### src/rtl/hazard_pkg.sv
// Shared types and constants for the pipeline sequencing controller.
package hazard_pkg;

    localparam int LD_CNT_W = 3;

    typedef enum logic [1:0] {
        RUN     = 2'd0,
        LDSTALL = 2'd1,
        MEMWAIT = 2'd2,
        HALT    = 2'd3
    } ctrl_state_t;

    typedef struct packed {
        logic pc_en;
        logic if_id_en;
        logic id_ex_en;
        logic ex_mem_en;
        logic mem_wb_en;
        logic if_id_flush;
        logic id_ex_flush;
    } pipe_ctrl_t;

    localparam pipe_ctrl_t CTRL_HOLD = '{default: 1'b0};

    localparam pipe_ctrl_t CTRL_RUN = '{
        pc_en: 1'b1, if_id_en: 1'b1, id_ex_en: 1'b1, ex_mem_en: 1'b1,
        mem_wb_en: 1'b1, if_id_flush: 1'b0, id_ex_flush: 1'b0};

    localparam pipe_ctrl_t CTRL_BRANCH = '{
        pc_en: 1'b1, if_id_en: 1'b1, id_ex_en: 1'b1, ex_mem_en: 1'b1,
        mem_wb_en: 1'b1, if_id_flush: 1'b1, id_ex_flush: 1'b1};

    // Freeze PC and IF/ID, inject a bubble into ID/EX, let the back end drain.
    localparam pipe_ctrl_t CTRL_LD_STALL = '{
        pc_en: 1'b0, if_id_en: 1'b0, id_ex_en: 1'b1, ex_mem_en: 1'b1,
        mem_wb_en: 1'b1, if_id_flush: 1'b0, id_ex_flush: 1'b1};

endpackage

### src/rtl/hazard_ctrl_if.sv
// Hazard inputs and register-control outputs between hazard_ctrl (master) and the pipeline (slave).
interface hazard_ctrl_if #(
    parameter int CNT_W = 32
);
    logic             ld_use_hz;
    logic             br_taken_ex;
    logic             mem_req;
    logic             mem_ready;
    logic             halt_req;
    logic             pc_en;
    logic             if_id_en;
    logic             id_ex_en;
    logic             ex_mem_en;
    logic             mem_wb_en;
    logic             if_id_flush;
    logic             id_ex_flush;
    logic             stalled;
    logic [CNT_W-1:0] stall_cycles;

    modport master (
        input  ld_use_hz, br_taken_ex, mem_req, mem_ready, halt_req,
        output pc_en, if_id_en, id_ex_en, ex_mem_en, mem_wb_en,
               if_id_flush, id_ex_flush, stalled, stall_cycles
    );

    modport slave (
        output ld_use_hz, br_taken_ex, mem_req, mem_ready, halt_req,
        input  pc_en, if_id_en, id_ex_en, ex_mem_en, mem_wb_en,
               if_id_flush, id_ex_flush, stalled, stall_cycles
    );
endinterface

### src/rtl/hazard_ctrl_sat_counter.sv
// Saturating up-counter with enable and asynchronous active-high reset.
module sat_counter #(
    parameter int WIDTH = 32
) (
    input  logic             clk,
    input  logic             reset,
    input  logic             en,
    output logic [WIDTH-1:0] count
);

    always_ff @(posedge clk or posedge reset) begin
        if (reset)
            count <= '0;
        else if (en && (count != '1))
            count <= count + WIDTH'(1);
    end

endmodule

### src/rtl/hazard_ctrl.sv
// Pipeline sequencing controller: load-use stalls, branch flushes, memory waits, halt.
// Optional stall performance counter enabled by defining HAZARD_PERF_CNT_EN.
module hazard_ctrl
    import hazard_pkg::*;
#(
    parameter int LD_STALL_CYCLES = 1,
    parameter int CNT_W           = 32
) (
    input logic           clk,
    input logic           reset,
    hazard_ctrl_if.master bus
);

    ctrl_state_t         state, state_nx;
    ctrl_state_t         ret_state, ret_state_nx;
    ctrl_state_t         rule_state;
    logic [LD_CNT_W-1:0] ld_cnt, ld_cnt_nx;
    logic                mem_wait;
    logic                stalled;
    pipe_ctrl_t          ctrl;

    always_comb begin
        ctrl         = CTRL_HOLD;
        state_nx     = state;
        ret_state_nx = ret_state;
        ld_cnt_nx    = ld_cnt;
        // MEMWAIT resolves through the state it interrupted once memory is ready
        rule_state   = (state == MEMWAIT) ? ret_state : state;
        mem_wait     = (state == MEMWAIT) ? !bus.mem_ready
                                          : (bus.mem_req && !bus.mem_ready);

        if (reset) begin
            ctrl = CTRL_HOLD;
        end else if (bus.halt_req || (state == HALT)) begin
            state_nx = HALT;
        end else if (mem_wait) begin
            state_nx = MEMWAIT;
            if (state != MEMWAIT)
                ret_state_nx = state;
        end else if (rule_state == LDSTALL) begin
            ctrl      = CTRL_LD_STALL;
            ld_cnt_nx = ld_cnt - LD_CNT_W'(1);
            state_nx  = (ld_cnt == LD_CNT_W'(1)) ? RUN : LDSTALL;
        end else if (bus.br_taken_ex) begin
            ctrl     = CTRL_BRANCH;
            state_nx = RUN;
        end else if (bus.ld_use_hz) begin
            ctrl     = CTRL_LD_STALL;
            state_nx = RUN;
            if (LD_STALL_CYCLES > 1) begin
                ld_cnt_nx = LD_CNT_W'(LD_STALL_CYCLES - 1);
                state_nx  = LDSTALL;
            end
        end else begin
            ctrl     = CTRL_RUN;
            state_nx = RUN;
        end
    end

    always_ff @(posedge clk or posedge reset) begin
        if (reset) begin
            state     <= RUN;
            ret_state <= RUN;
            ld_cnt    <= '0;
        end else begin
            state     <= state_nx;
            ret_state <= ret_state_nx;
            ld_cnt    <= ld_cnt_nx;
        end
    end

    assign stalled = !reset && !bus.halt_req && (state != HALT) && !ctrl.pc_en;

    assign bus.pc_en       = ctrl.pc_en;
    assign bus.if_id_en    = ctrl.if_id_en;
    assign bus.id_ex_en    = ctrl.id_ex_en;
    assign bus.ex_mem_en   = ctrl.ex_mem_en;
    assign bus.mem_wb_en   = ctrl.mem_wb_en;
    assign bus.if_id_flush = ctrl.if_id_flush;
    assign bus.id_ex_flush = ctrl.id_ex_flush;
    assign bus.stalled     = stalled;

`ifdef HAZARD_PERF_CNT_EN
    logic [CNT_W-1:0] stall_cnt;

    sat_counter #(.WIDTH(CNT_W)) u_stall_cnt (
        .clk   (clk),
        .reset (reset),
        .en    (stalled),
        .count (stall_cnt)
    );

    assign bus.stall_cycles = stall_cnt;
`else
    assign bus.stall_cycles = {CNT_W{1'b0}};
`endif

    // A load bubble occupies EX, so no branch can resolve while one is pending.
    assert property (@(posedge clk) disable iff (reset)
        ((state == LDSTALL) || ((state == MEMWAIT) && (ret_state == LDSTALL)))
        |-> !bus.br_taken_ex);

endmodule

### src/flat_wrapper.sv
// flat-port wrapper written by rule: the top's interface ports become plain ports
module hazard_ctrl_flat import hazard_pkg::*;
#(
    parameter int LD_STALL_CYCLES = 1,
    parameter int CNT_W           = 32
)
  (clk, reset, bus_ld_use_hz, bus_br_taken_ex, bus_mem_req, bus_mem_ready, bus_halt_req, bus_pc_en, bus_if_id_en, bus_id_ex_en, bus_ex_mem_en, bus_mem_wb_en, bus_if_id_flush, bus_id_ex_flush, bus_stalled, bus_stall_cycles);
  hazard_ctrl_if #(.CNT_W(CNT_W)) bus_i ();
  input logic clk;
  input logic reset;
  input wire logic [$bits(bus_i.ld_use_hz)-1:0] bus_ld_use_hz;
  input wire logic [$bits(bus_i.br_taken_ex)-1:0] bus_br_taken_ex;
  input wire logic [$bits(bus_i.mem_req)-1:0] bus_mem_req;
  input wire logic [$bits(bus_i.mem_ready)-1:0] bus_mem_ready;
  input wire logic [$bits(bus_i.halt_req)-1:0] bus_halt_req;
  output wire logic [$bits(bus_i.pc_en)-1:0] bus_pc_en;
  output wire logic [$bits(bus_i.if_id_en)-1:0] bus_if_id_en;
  output wire logic [$bits(bus_i.id_ex_en)-1:0] bus_id_ex_en;
  output wire logic [$bits(bus_i.ex_mem_en)-1:0] bus_ex_mem_en;
  output wire logic [$bits(bus_i.mem_wb_en)-1:0] bus_mem_wb_en;
  output wire logic [$bits(bus_i.if_id_flush)-1:0] bus_if_id_flush;
  output wire logic [$bits(bus_i.id_ex_flush)-1:0] bus_id_ex_flush;
  output wire logic [$bits(bus_i.stalled)-1:0] bus_stalled;
  output wire logic [$bits(bus_i.stall_cycles)-1:0] bus_stall_cycles;
  assign bus_i.ld_use_hz = bus_ld_use_hz;
  assign bus_i.br_taken_ex = bus_br_taken_ex;
  assign bus_i.mem_req = bus_mem_req;
  assign bus_i.mem_ready = bus_mem_ready;
  assign bus_i.halt_req = bus_halt_req;
  assign bus_pc_en = bus_i.pc_en;
  assign bus_if_id_en = bus_i.if_id_en;
  assign bus_id_ex_en = bus_i.id_ex_en;
  assign bus_ex_mem_en = bus_i.ex_mem_en;
  assign bus_mem_wb_en = bus_i.mem_wb_en;
  assign bus_if_id_flush = bus_i.if_id_flush;
  assign bus_id_ex_flush = bus_i.id_ex_flush;
  assign bus_stalled = bus_i.stalled;
  assign bus_stall_cycles = bus_i.stall_cycles;
  hazard_ctrl #(.LD_STALL_CYCLES(LD_STALL_CYCLES), .CNT_W(CNT_W)) u_core (.clk(clk), .reset(reset), .bus(bus_i));
endmodule
### config.mk
export PLATFORM = sky130hd
export DESIGN_NAME = hazard_ctrl_flat
export DESIGN_NICKNAME = d
export VERILOG_FILES = /design/src/rtl/hazard_pkg.sv /design/src/rtl/hazard_ctrl_if.sv /design/src/rtl/hazard_ctrl_sat_counter.sv /design/src/rtl/hazard_ctrl.sv /design/src/flat_wrapper.sv
export SDC_FILE = /design/constraint.sdc
export NUM_CORES = 1
export LEC_CHECK = 0
export BUFFER_PORTS_ARGS = -buffer_cell sky130_fd_sc_hd__buf_2
export CAP_MARGIN = 40
export CORE_MARGIN = 1
export CORE_UTILIZATION = 38
export CTS_BUF_LIST = sky130_fd_sc_hd__clkbuf_4 sky130_fd_sc_hd__clkbuf_8
export CTS_CLUSTER_DIAMETER = 200
export CTS_CLUSTER_SIZE = 25
export DETAILED_ROUTE_END_ITERATION = 12
export PLACE_DENSITY = 0.73
export SYNTH_ARGS = -nofsm -noshare
export SYNTH_HDL_FRONTEND = slang
export SYNTH_SLANG_ARGS = --single-unit
### constraint.sdc
create_clock -name clk -period 1.2 [get_ports clk]
set_input_delay 0.12 -clock clk [delete_from_list [all_inputs] [get_ports clk]]
set_output_delay 0.12 -clock clk [all_outputs]
set_load 0.03 [all_outputs]
Yosys cells after proc, flatten, opt, wreduce, memory -nomap -nowiden
Cells that the tools add are included.
{"block": "totals", "register_bits": 7, "in_bits": 7, "output_inout_bits": 40, "word_cells": 36}
{"block": "op_classes", "add_sub_neg": 1, "n_eq_ne": 6, "n_mux": 12, "bitwise_logic": 3, "n_reduce_logical": 11}
{"operator": "$mux 7", "n": 6}
{"operator": "$mux 2", "n": 4}
{"operator": "$reduce_and 4->1", "n": 2}
{"operator": "$eq 2x2->1 const B", "n": 2}
{"operator": "$logic_and 1x1->1", "n": 4}
{"operator": "$logic_not 1->1", "n": 4}
{"operator": "$ne 2x2->1 const B", "n": 2}
{"operator": "$eq 3x1->1 const B", "n": 1}
{"operator": "$not 1->1", "n": 3}
{"operator": "$sub 3x1->3 const B", "n": 1}
{"operator": "$eq 2x1->1 const B", "n": 1}
{"operator": "$mux 1", "n": 2}
{"operator": "$logic_or 1x1->1", "n": 1}

Longest topological paths before layout
Gate-level depths: netlist of the first run.
{"block": "depth", "ltp_word": 9, "ltp_mapped": 5, "depth_no_buf": 5}

Least setup slack after synthesis of the first run
OpenSTA, ideal clock, no wires.
{"block": "synth_timing", "path_type": "flip-flop to output port", "startpoint": "reg u_core.state[0]", "endpoint": "out bus_pc_en", "arrival_ns": 1.826, "required_time_ns": 1.080, "slack_ns": -0.746, "path_stages_with_launch": 5, "path_buffers": 1, "path_cell_list": "dfrtp_1 o22ai_2 nand2_1 nor3_1 buf_4"}
{"block": "synth_via", "elab_chain_len": 7, "elab_cells_between_ends": 10, "cone_classes": "eq/ne (3); mux (6); reduce/logical (1)"}
{"item": "from (decl)", "line_no": "hazard_ctrl.sv:14", "text": "ctrl_state_t state, state_nx;"}
{"item": "from (signal assigned)", "line_no": "hazard_ctrl.sv:66", "text": "state <= state_nx;"}
{"item": "$eq 2x2->1", "line_no": "hazard_ctrl.sv:28, hazard_ctrl.sv:29"}
{"item": "$mux 2", "line_no": "hazard_ctrl.sv:28", "text": "rule_state = (state == MEMWAIT) ? ret_state : state;"}
{"item": "$eq 2x1->1", "line_no": "hazard_ctrl.sv:40", "text": "end else if (rule_state == LDSTALL) begin"}
{"item": "$mux 7", "line_no": "hazard_ctrl.sv:40"}
{"item": "$mux 7", "line_no": "hazard_ctrl.sv:36", "text": "end else if (mem_wait) begin"}
{"item": "$mux 7 (*)", "line_no": "hazard_ctrl.sv:34", "text": "end else if (bus.halt_req || (state == HALT)) begin"}
{"item": "$mux 7 (*)", "line_no": "hazard_ctrl.sv:32", "text": "if (reset) begin"}
{"item": "to (decl)", "line_no": "flat_wrapper.sv:16", "text": "output wire logic [$bits(bus_i.pc_en)-1:0] bus_pc_en;"}
Every way passes the cells marked *; elsewhere a longest branch is shown, timed or not.

Worst setup path in the final report of the first run
{"block": "layout_timing", "startpoint": "reg u_core.state[1]", "endpoint": "out bus_stalled"}
{"block": "layout_via", "elab_chain_len": 9, "elab_cells_between_ends": 14, "cone_classes": "eq/ne (4); mux (6); reduce/logical (4)"}
{"item": "$eq 2x2->1", "line_no": "hazard_ctrl.sv:28, hazard_ctrl.sv:29"}
{"item": "$mux 2", "line_no": "hazard_ctrl.sv:28"}
{"item": "$eq 2x1->1", "line_no": "hazard_ctrl.sv:40"}
{"item": "$mux 7", "line_no": "hazard_ctrl.sv:40"}
{"item": "$mux 7", "line_no": "hazard_ctrl.sv:36"}
{"item": "$mux 7", "line_no": "hazard_ctrl.sv:34"}
{"item": "$mux 7", "line_no": "hazard_ctrl.sv:32"}
{"item": "$logic_not 1->1", "line_no": "hazard_ctrl.sv:72", "text": "assign stalled = !reset && !bus.halt_req && (state != HALT) && !ctrl.pc_en;"}
{"item": "$logic_and 1x1->1 (*)", "line_no": "hazard_ctrl.sv:72"}
{"item": "to (decl)", "line_no": "flat_wrapper.sv:23", "text": "output wire logic [$bits(bus_i.stalled)-1:0] bus_stalled;"}
Marks and branches as above.

==> flow_metrics.py, run 1 <==
metrics = {
    "global_routing": {
        "grt_pass1_vias": 479,
        "grt_overflow": 0,
        "grt_max_degree": 8,
        "grt_pass1_wl_microns": 1860,
        "grt_util_all_layers": 0.132,
        "antenna_found_initial": 0,
    },
    "drt": {
        "met2_length_microns": 636,
        "firstDrtPassIters": 2,
        "routed-wl-met3_microns": 67,
        "drc": 0,
        "drt_wl_total_microns": 1230,
        "met1Wirelength_microns": 452,
        "postRouteAntennaNets": 0,
        "drtIter0Drc": 6,
        "vias": 534,
        "wl_per_cell_microns": 9.23,
        "routed.top_layer": "met4",
        "viasPerCell": 4.02,
    },
    "critical_path": {
        "crit_family": "compound AO/OA/AOI/OAI gates",
        "critical_path_depth": 4,
        "rr_endpoint": "u_core.ld_cnt[2]",
        "crit_path_end_kind": "primary output",
        "crit_buf_inv": 1,
        "critPathKind": "flop to primary output",
        "rr_startpoint": "u_core.state[0]",
        "crit_fanout": 5,
        "crit_slowest_cell": "dfrtp_1",
        "r2r_cells": 6,
        "critical-path-max-stage-delay_ns": 0.42,
        "crit_arrival_ns": 1.57,
        "worstPathRequired_ns": 1.08,
        "crit_path_cell_trace": "nor4bb_4, a21o_2, o311a_1, buf_6",
        "rrSetupSlack_ns": -0.35,
        "cp-start-kind": "flop",
    },
    "cts": {
        "cts_sinks": 7,
        "cts_max_level": 1,
        "cts_buffers": 3,
        "clock_insertion_delay_worst_skew_ns": 0.25,
        "clk_pin_slew_worst_paths_ns": 0.05,
        "cts_buffer_depth": 2,
        "cts_root_buf": "clkbuf_4",
        "cts_tree": "done",
    },
    "timing": {
        "rsz0062_at_grt": "true",
        "fin_setup_tns_ns": -4.68,
        "clock.fmax_mhz": 593,
        "clock_skew_ns": 0.00236,
        "drv_slew": 0,
        "hold_ws_ns": 0.124,
        "hold_viol": 0,
        "fin_crit_ns": 1.69,
        "fin_crit_sh": 1.41,
        "fin_ws_ns": -0.487,
        "setup_violations": 14,
    },
    "floorplanning": {
        "core_area_sq_mm": 0.00171,
        "initial_core_util": 0.405,
        "ios": 47,
        "fp.dieArea_sq_mm": 0.00200,
        "die_w_microns": 44.7,
        "rows": 15,
        "die_y_microns": 44.7,
    },
    "power": {
        "total_power_w": 0.00108,
        "p_per_area_mw_per_mm2": 1200,
        "p_leak_nw": 0.497,
        "ir_worst_vdd_uv": 876,
    },
    "yosys": {
        "yosysTopAreaCell": "buf_4",
        "synth_top_area_share": 0.380,
        "synth-seq-cells": 7,
        "avgSynthCellArea_sq_um": 8.65,
        "synthTopCellsByArea": "buf_4, dfrtp_1, inv_1, ha_1, nor2b_1",
        "ys_types": 23,
        "yosysWarnings": 0,
        "synthCells": 80,
        "ys_seq_area_frac": 0.253,
        "synth_area_sq_um": 692,
    },
    "cells_and_area": {
        "antennaDiodeCount": 0,
        "syn_to_final_growth_pct": 30.6,
        "postLayoutCoreUtil": 0.529,
        "drive_gt1_frac": 0.435,
        "layout.nets": 118,
        "design_area_sq_um": 903,
    },
    "placement": {
        "place_congestion": 0.797,
        "port_buffers": 14,
        "dp_hpwl_microns": 816,
        "placed_cell_area_sq_um": 741,
    },
    "run_status": {
        "violations": "negative setup slack",
        "outcome": "finished with violations",
    },
    "worst_hold_path": {
        "worstHoldStart": "reset",
        "holdCritPathClass": "input pin to flop",
        "min_path_cells": 2,
        "hold_end": "u_core.state[1]",
    },
    "run": {
        "drv_cap": 0,
    },
}
==> worst max path at each step <==
stage / start / to / slack, ns
2_1_floorplan: u_core.state[1] / bus_pc_en / -0.27
3_3_place_gp: u_core.state[1] / bus_stalled / -0.20
3_5_place_dp: u_core.state[0] / bus_stalled / -0.23
4_1_cts: u_core.state[1] / bus_stalled / -0.47
5_1_grt: u_core.state[0] / bus_stalled / -0.54
6_report: u_core.state[1] / bus_stalled / -0.49
==> cells in the final DEF, fill, tap and decap left out, types with 2 or more instances in the layout <==
cell      instances
clkbuf_4          4
buf_4            15
buf_6             5
nor2_1            2
dfrtp_1           6
buf_2             6
ha_1              2
a21oi_1           2
inv_1             7
conb_1           32
nor2_2            2
nor2b_1           3
==> flip-flops by register name, summed over array words and instances, names as in the netlist <==
| register | count |
|---|---|
| u_core.ld_cnt | 3 |
| u_core.ret_state | 2 |
| u_core.state | 2 |
==> synthesized netlist by cell type (all sizes together) <==
cell type and n:
nand3 1, buf 35, nand4 1, nor4bb 1
nor2 4, and3 1, nor3 3, o22ai 1
inv 8, o21ai 1, a21o 1, xnor2 2
mux2 1, nor2b 3, a21oi 2, nand2 2
dfrtp 7, o311a 1, conb 1, mux2i 1
a311oi 1, ha 2
==> metal layers <==
| metal | vias up | GRT usage |
|---|---|---|
| li1 | 249 | - |
| met1 | 248 | 0.141 |
| met2 | 29 | 0.206 |
| met3 | 8 | 0.0531 |
| met4 | 0 | 0.103 |
| met5 | - | 0 |
==> stage by stage <==
stage               setup slack, ns  cells
finish                       -0.487    133
CTS                          -0.470    131
floorplan                    -0.273    111
global placement             -0.201    123
detailed placement           -0.234    123
global route                 -0.543    133
==> timing repair <==
action / in CTS / in global routing
setup buffers: 3 / 2
gates resized for setup: 18 / 4
pin swaps: 3 / 4
hold buffers: 1 / 0
endpoints found under the setup margin: 14 / 14
hold endpoints to repair: 7 / 0
==> worst register-to-register path, cell delays in order, from the launching register on <==
cell and delay [ns]:
dfrtp_2 0.46, nor4bb_4 0.30, a21o_2 0.19, buf_4 0.12
buf_4 0.12, nand4_1 0.10, xnor2_1 0.15
==> cell type report <==
| cell class | instances | area (sq um) |
|---|---|---|
| fill | 156 | 805 |
| multi-input combinational | 61 | 404 |
| timing repair buffer | 28 | 229 |
| sequential | 7 | 176 |
| inverter | 8 | 32.5 |
| tap | 25 | 31.3 |
| clock buffer | 4 | 30.0 |
==> power by group <==
part / total, W / switching, W / internal (W)
Combinational: 0.000504 / 0.000302 / 0.000201
Clock: 0.000238 / 0.0000884 / 0.000150
Sequential: 0.000339 / 0.0000501 / 0.000289
==> logic make-up (layout without fill, tap and decap cells) <==
family | after synthesis | after routing | share of synthesized area
muxes | 2 | 2 | 0.0307
and+or+nand+nor | 16 | 16 | 0.132
AOI/OAI and AO/OA | 7 | 7 | 0.0940
DFF | 7 | 7 | 0.253
other | 1 | 32 | 0.00542
buffers and inverters | 43 | 40 | 0.423
adders and majority gates | 2 | 2 | 0.0362
xor gates and xnor gates | 2 | 2 | 0.0253
Note: power is estimated with default switching activity, not from simulation.
==> run 2, diff against run 1 <==
BUFFER_PORTS_ARGS = -buffer_cell sky130_fd_sc_hd__buf_4   (was -buffer_cell sky130_fd_sc_hd__buf_2)
GPL_ROUTABILITY_DRIVEN = 1   (was unset)
==> run 2 against run 1 <==
  * The flow still finishes with violations (negative setup slack)
  * First-iteration DRC count shrank 17%
  * Wire length grew 4.6%
  * Global-route usage shrank 0.25 points
  * Critical path depth grew 1
  * Final cell count shrank 0.75%
  * Clock skew is essentially flat
  * Combinational power grew 4.4%
  * Non-clock buffer count shrank 1
  * Power grew 0.54%
  * Final area grew 2.2%
  * Sequential power shrank 2%
==> flow_metrics.py, run 2 (synthesis results as in run 1) <==
metrics = {
    "run_status": {
        "outcome": "finished with violations",
        "violations": "negative setup slack",
    },
    "cts": {
        "clk_pin_slew_worst_paths_ns": 0.05,
        "cts_sinks": 7,
        "cts_buffers": 3,
        "cts_tree": "done",
        "cts_max_level": 1,
        "clock_insertion_delay_worst_skew_ns": 0.25,
        "cts_root_buf": "clkbuf_4",
        "cts_buffer_depth": 2,
    },
    "drt": {
        "postRouteAntennaNets": 0,
        "drc": 0,
        "drt_wl_total_microns": 1280,
        "firstDrtPassIters": 4,
        "wl_per_cell_microns": 9.72,
        "vias": 499,
        "drtIter0Drc": 5,
        "viasPerCell": 3.78,
    },
    "timing": {
        "fin_crit_sh": 1.36,
        "setup_violations": 13,
        "clock_skew_ns": 0.00255,
        "hold_viol": 0,
        "fin_setup_tns_ns": -3.77,
        "hold_ws_ns": 0.0891,
        "fin_crit_ns": 1.64,
        "clock.fmax_mhz": 611,
        "rsz0062_at_grt": "true",
        "drv_slew": 0,
        "fin_ws_ns": -0.435,
    },
    "floorplanning": {
        "fp.dieArea_sq_mm": 0.00200,
        "die_y_microns": 44.7,
        "die_w_microns": 44.7,
        "core_area_sq_mm": 0.00171,
        "initial_core_util": 0.405,
        "ios": 47,
        "rows": 15,
    },
    "cells_and_area": {
        "syn_to_final_growth_pct": 33.5,
        "final_cell_mix": "conb_1, buf_4, buf_6",
        "drive_gt1_frac": 0.430,
        "largestRegisters": "u_core.ld_cnt x3, u_core.ret_state x2, u_core.state x2",
        "antennaDiodeCount": 0,
        "layout.nets": 117,
        "top_register": "u_core.ld_cnt",
        "seq_area_sq_um": 176,
        "fill_cells": 153,
        "multiInputGateArea_sq_um": 400,
        "final_common_cell": "conb_1",
        "largest_reg_flops": 3,
    },
    "power": {
        "p_leak_nw": 0.488,
        "p_per_area_mw_per_mm2": 1180,
        "total_power_w": 0.00109,
        "ir_worst_vdd_uv": 940,
    },
    "global_routing": {
        "grt_overflow": 0,
        "grt_pass1_wl_microns": 1800,
        "antenna_found_initial": 0,
        "grt_pass1_vias": 415,
        "grt_util_all_layers": 0.130,
        "grt_max_degree": 8,
    },
    "placement": {
        "place_congestion": 0.794,
        "dp_hpwl_microns": 837,
        "port_buffers": 14,
    },
    "critical_path": {
        "worstPathRequired_ns": 1.08,
        "critPathKind": "flop to primary output",
        "crit_arrival_ns": 1.52,
        "crit_fanout": 4,
        "crit_path_end_kind": "primary output",
        "cp-start-kind": "flop",
    },
    "run": {
        "drv_cap": 0,
    },
    "worst_hold_path": {
        "holdCritPathClass": "input pin to flop",
    },
}
-- run 2: where the power goes --
group | total (W) | internal, W | leakage [nW] | switching (W)
clock network | 0.000227 | 0.000149 | 0.0184 | 0.0000786
logic | 0.000526 | 0.000212 | 0.387 | 0.000314
registers | 0.000333 | 0.000289 | 0.0824 | 0.0000438
-- run 2: layout make-up --
class                   count  share of cell area
inverters                   8              0.0379
multi-input cells          61               0.434
well taps                  25              0.0339
clock buffers               4              0.0325
repair buffers             27               0.271
flip-flops and latches      7               0.191
-- run 2: worst max-delay path: stages, from the launching register on --
cell and delay (ns):
dfrtp_1 0.40, nor4bb_4 0.16, a21o_2 0.22, buf_6 0.13, nor3_4 0.20, buf_6 0.16
-- run 2: layer usage --
metal  GRT usage  up-vias  wire length [microns]
li1            -      244                      -
met1       0.146      232                    487
met2       0.226       23                    724
met3      0.0490        0                     71
met4      0.0364        0                      0
met5           0        -                      0
-- run 2: repair_timing --
| action | in CTS | in global routing |
|---|---|---|
| gates resized for setup | 16 | 7 |
| setup endpoints to repair | 13 | 13 |
| hold endpoints to repair | 7 | 0 |
| pin swaps | 4 | 1 |
| buffers inserted | 3 | 1 |
| hold buffers | 1 | 0 |
| cloned | 0 | 0 |
-- run 2: through the flow --
stage | instances | utilization | setup WS (ns) | area [sq um]
finish | 132 | 0.541 | -0.435 | 923
global route | 132 | 0.541 | -0.513 | 923
CTS | 131 | 0.516 | -0.423 | 882
detailed placement | 123 | 0.447 | -0.191 | 763
global placement | 123 | 0.447 | -0.164 | 763
floorplan | 111 | - | -0.273 | 833
-- run 2: final timing paths --
kind | slack [ns] | cells past startpoint | endpoint | start
min | 0.09 | 2 | u_core.state[1] | reset
max reg2reg | -0.26 | 6 | u_core.ld_cnt[2] | u_core.state[0]
min in group asynchronous | 0.41 | 3 | u_core.ld_cnt[1] | reset
min reg2reg | 0.50 | 1 | u_core.ld_cnt[2] | u_core.ld_cnt[2]
max in group asynchronous | 0.55 | 3 | u_core.state[0] | reset
max | -0.44 | 5 | bus_if_id_en | u_core.state[1]
